## src/rtl/pio_input_conditioner.sv

```systemverilog
// Board KEY/SW input conditioner.
// Each raw pin is normalised, passed through a two-flop synchroniser and then
// debounced. The block also produces press/release pulses, a switch-change
// pulse and sticky press-capture flags.

// One debounced input bit: a 2-flop synchroniser followed by a stable-time counter.
module pio_db_lane #(
  parameter int DEBOUNCE_CYCLES = 500000,
  parameter int CNT_W           = $clog2(DEBOUNCE_CYCLES)
) (
  input  logic clk_i,
  input  logic rst_i,
  input  logic din_i,     // normalised raw level; asynchronous to clk_i
  output logic stable_o,  // debounced level
  output logic upd_o      // stable_o toggles on the coming edge
);
  localparam logic [CNT_W-1:0] TERM = CNT_W'(DEBOUNCE_CYCLES - 1);

  logic             s1_q, s2_q, stable_q, stable_d, upd;
  logic [CNT_W-1:0] cnt_q, cnt_d;

  // The counter runs only while s2 disagrees with the stable level.
  // Any agreement restarts the stable-time count.
  always_comb begin
    cnt_d = '0;
    upd   = 1'b0;
    if (s2_q != stable_q) begin
      if (cnt_q == TERM) upd = 1'b1;
      else               cnt_d = cnt_q + CNT_W'(1);
    end
    stable_d = stable_q ^ upd;
  end

  // Synchroniser, counter and stable-level registers.
  always_ff @(posedge clk_i) begin
    if (rst_i) begin
      s1_q     <= 1'b0;
      s2_q     <= 1'b0;
      cnt_q    <= '0;
      stable_q <= 1'b0;
    end else begin
      s1_q     <= din_i;
      s2_q     <= s1_q;
      cnt_q    <= cnt_d;
      stable_q <= stable_d;
    end
  end

  assign stable_o = stable_q;
  assign upd_o    = upd;
endmodule

module pio_input_conditioner #(
  parameter int N_BTN           = 4,
  parameter int N_SW            = 10,
  parameter int DEBOUNCE_CYCLES = 500000,
  parameter int BTN_ACTIVE_LOW  = 1,
  parameter int CNT_W           = $clog2(DEBOUNCE_CYCLES)
) (
  input  logic             clk_clk,
  input  logic             reset_reset,
  input  logic [N_BTN-1:0] key_raw_i,
  input  logic [N_SW-1:0]  sw_raw_i,
  input  logic [N_BTN-1:0] capture_clr_i,
  output logic [N_BTN-1:0] button_pio_external_connection_export,
  output logic [N_SW-1:0]  dipsw_pio_external_connection_export,
  output logic [N_BTN-1:0] btn_press_o,
  output logic [N_BTN-1:0] btn_release_o,
  output logic             sw_change_o,
  output logic [N_BTN-1:0] btn_capture_o
);
  // Buttons are inverted ahead of the synchroniser, so that its reset value
  // of 0 means "released".
  logic [N_BTN-1:0] key_n, btn_stable, btn_upd;
  logic [N_SW-1:0]  sw_stable, sw_upd;

  assign key_n = (BTN_ACTIVE_LOW != 0) ? ~key_raw_i : key_raw_i;

  pio_db_lane #(.DEBOUNCE_CYCLES(DEBOUNCE_CYCLES), .CNT_W(CNT_W)) u_btn [N_BTN-1:0] (
    .clk_i(clk_clk), .rst_i(reset_reset), .din_i(key_n),
    .stable_o(btn_stable), .upd_o(btn_upd));

  pio_db_lane #(.DEBOUNCE_CYCLES(DEBOUNCE_CYCLES), .CNT_W(CNT_W)) u_sw [N_SW-1:0] (
    .clk_i(clk_clk), .rst_i(reset_reset), .din_i(sw_raw_i),
    .stable_o(sw_stable), .upd_o(sw_upd));

  logic [N_BTN-1:0] press_q, press_d, release_q, release_d, cap_q, cap_d;
  logic             chg_q, chg_d;

  // Edge pulses register on the same edge as the stable update.
  // A capture set takes priority over a clear arriving in the same cycle.
  always_comb begin
    press_d   = btn_upd & ~btn_stable;
    release_d = btn_upd &  btn_stable;
    chg_d     = |sw_upd;
    cap_d     = press_d | (cap_q & ~capture_clr_i);
  end

  // Pulse and capture registers.
  always_ff @(posedge clk_clk) begin
    if (reset_reset) begin
      press_q   <= '0;
      release_q <= '0;
      chg_q     <= 1'b0;
      cap_q     <= '0;
    end else begin
      press_q   <= press_d;
      release_q <= release_d;
      chg_q     <= chg_d;
      cap_q     <= cap_d;
    end
  end

  assign button_pio_external_connection_export = btn_stable;
  assign dipsw_pio_external_connection_export  = sw_stable;
  assign btn_press_o   = press_q;
  assign btn_release_o = release_q;
  assign sw_change_o   = chg_q;
  assign btn_capture_o = cap_q;
endmodule
```

## config.mk

```make
export PLATFORM = sky130hd
export DESIGN_NAME = pio_input_conditioner
export DESIGN_NICKNAME = d
export VERILOG_FILES = /design/src/rtl/pio_input_conditioner.sv
export SDC_FILE = /design/constraint.sdc
export NUM_CORES = 1
export LEC_CHECK = 0
export ABC_AREA = 1
export CAP_MARGIN = 0
export CORE_MARGIN = 10
export CORE_UTILIZATION = 40
export CTS_CLUSTER_DIAMETER = 80
export DETAILED_ROUTE_END_ITERATION = 8
export HOLD_SLACK_MARGIN = 0.06
export SYNTH_ARGS = -nofsm -noshare
export SYNTH_HDL_FRONTEND = slang
export SYNTH_SLANG_ARGS = --single-unit
```

## constraint.sdc

```tcl
create_clock -name clk_clk -period 2.04 [get_ports clk_clk]
set_input_delay 0.408 -clock clk_clk [delete_from_list [all_inputs] [get_ports clk_clk]]
set_output_delay 0.408 -clock clk_clk [all_outputs]
set_load 0.02 [all_outputs]
```

==> results.cfg <==
[place]
place_ws_ps = 205
postPlaceCellArea_um2 = 15500
gp_congestion = 0.820
io_buffers = 46
dp_hpwl_um = 19900

[detailed_routing]
drt_iter0_drc = 555
drt_wl_total_um = 27600
post_drt_via_cell_ratio = 4.65
firstDrtPassIters = 5
vias = 11737
drt-wirelength-per-cell_um = 10.9
antenna_left = 0
route.detailed.drc = 0

[timing]
finalHoldViolCount = 0
tightest_slew_ps = 475
period_share_pct = 96.8
min_period_ps = 1970
maxSlewViolCount = 0
setup_ws_ps = 66.0
rsz0062_at_grt = no
fmax_mhz = 507
setup_viol = 0
slew_headroom_pct = 68.0
tns_ps = 0
skew_ps = 12.4

[critical_path]
critical_path.max_stage_delay_ps = 640
crit_type = reg -> out
cp_slowest_cell = clkdlybuf4s50_1
crit_fanout = 3
start_kind = flop
cp_num_buf_inv = 1
crit_chain = clkdlybuf4s50_1
crit_family = buffers and inverters
crit_required_ps = 1630
critPathCaptureType = output pin
cp.arrival_ps = 1570

[power]
power-per-cell-area_nw_per_um2 = 815
ir_worst_vdd_mv = 0.513
leakage_nw = 6.01
total_power_w = 0.0137

[yosys]
avgSynthCellArea_um2 = 7.39
synth_edf_count = 0
synth_nets = 2006
yosys_register_bits = 321
netlist_area_um2 = 14600
postSynthCellCount = 1972
synthFlopType = dfxtp_1
ys_seq_area_share_pct = 44.1
async_reset_ff_share_pct = 0
ys_warn_count = 0
ys_types = 43

[die]
initial_core_util_pct = 40.8
fp-row-count = 69
die_h_um = 211
dieWidth_um = 211
die-area_um2 = 44500
fp.coreArea_um2 = 35700
ios = 47

[finish]
final_cell_mix = 336 x nand2_1, 331 x nor2_1, 321 x dfxtp_1
nNetsFinal = 2070
final_common_cell = nand2_1
drive_gt1_share_pct = 9.21
area_delta_synth_final_pct = 15.5
antenna_cells = 0
final_area_um2 = 16800

[worst_hold_path]
min_path_type = in -> reg

[clock_network]
cts_tree = built
clk_pin_slew_ps = 60
cts_post_setup_buffers_inserted = 0
numCtsBuffers = 38
cts_hold_buf = 0
cts_buffer_depth = 3
root_buffer = clkbuf_16
clock_latency_ps = 520
clock-sinks = 321
h-tree-depth = 2

[global_route]
antenna_found_initial = 0
gr-total-overflow = 0
grt_pass1_vias = 10920
grt_usage_pct = 12.4
grt_max_degree = 29
grt_pass1_wl_um = 48300

[status]
status = completed

[job]
max_cap_violations = 0
## routing by layer
| metal | vias to the layer above | part of all wire, % | global-route usage (%) |
|---|---|---|---|
| met5 | - | 0 | 0 |
| met3 | 48 | 4.1 | 2.58 |
| met4 | 0 | 1.8 | 3.52 |
| met2 | 119 | 44 | 20.4 |
| li1 | 6365 | - | - |
| met1 | 5205 | 50 | 16.1 |
## layout make-up
cell class                      count  area [um2]
Fill cell                        3557       18900
Multi-Input combinational cell   1329        6840
Sequential cell                   321        6430
Inverter                          287        1080
Clock buffer                       48        1060
Tap cell                          461         577
Timing Repair Buffer               59         563
Clock inverter                     20         293
## cell usage after synthesis (12+ instances only)
cell / number / area [um2]
a21oi_1: 104 / 521
buf_4: 19 / 143
dfxtp_1: 321 / 6430
ha_1: 14 / 175
inv_1: 285 / 1070
nand2_1: 336 / 1260
nand2_2: 13 / 81.3
nand3_1: 108 / 541
nand3_2: 20 / 200
nand3b_1: 12 / 90.1
nand4_1: 37 / 231
nor2_1: 331 / 1240
nor2_2: 34 / 213
nor3_1: 73 / 365
nor3b_1: 14 / 105
o21ai_0: 46 / 230
or2_2: 14 / 87.6
xnor2_1: 27 / 236
xor2_1: 77 / 674
## worst paths after layout
path / startpoint / end / slack [ps] / depth (start not counted)
min reg2reg: u_sw[4].s1_q / u_sw[4].s2_q / 400 / 2
min: reset_reset / u_sw[5].cnt_q[16] / 340 / 6
max reg2reg: u_sw[5].cnt_q[0] / u_sw[5].cnt_q[8] / 210 / 10
max: flop / dipsw_pio_external_connection_export[6] / 70 / 1
## through the flow
stage / hold slack (ps) / instances / utilization, %
floorplan: 388 / 1972 / -
global placement: 393 / 2457 / 43.3
detailed placement: 394 / 2457 / 43.3
CTS: 312 / 2525 / 47.1
global route: 371 / 2525 / 47.1
finish: 338 / 2525 / 47.1
## flip-flops by register name, indices dropped and copies added (netlist names), named ones only
signal,cells
btn_capture_o,4
u_btn.s2_q,4
u_btn.cnt_q,76
u_sw.cnt_q,190
u_sw.s2_q,10
u_btn.s1_q,4
sw_change_o,1
btn_release_o,4
u_sw.s1_q,10
btn_press_o,4
## repair_timing
action,CTS,global route
resized for setup,2,0
setup endpoints to repair,2,0
endpoints found under the hold margin,0,0
## cell families (layout without fill, tap and decap cells)
| logic type | count (synthesis) | after routing | share of synthesized area [%] |
|---|---|---|---|
| buffers and inverters | 322 | 414 | 8.97 |
| adders and majority gates | 14 | 14 | 1.20 |
| xor gates and xnor gates | 104 | 104 | 6.25 |
| DFF | 321 | 321 | 44.1 |
| and+or+nand+nor | 1037 | 1037 | 33.1 |
| AOI/OAI and AO/OA | 174 | 174 | 6.39 |
## worst min-delay path, delay by kind of cell
kind                   cells  cell delay (ps)
buffers and inverters      3              200
and+or+nand+nor            3              190
## where the power goes
group          internal (W)  total, W  switching [W]
sequential          0.00630   0.00632      0.0000201
clock               0.00457   0.00722        0.00264
combinational     0.0000721  0.000181       0.000109
total                0.0109    0.0137        0.00277
Note: power is estimated with default switching activity, not from simulation.
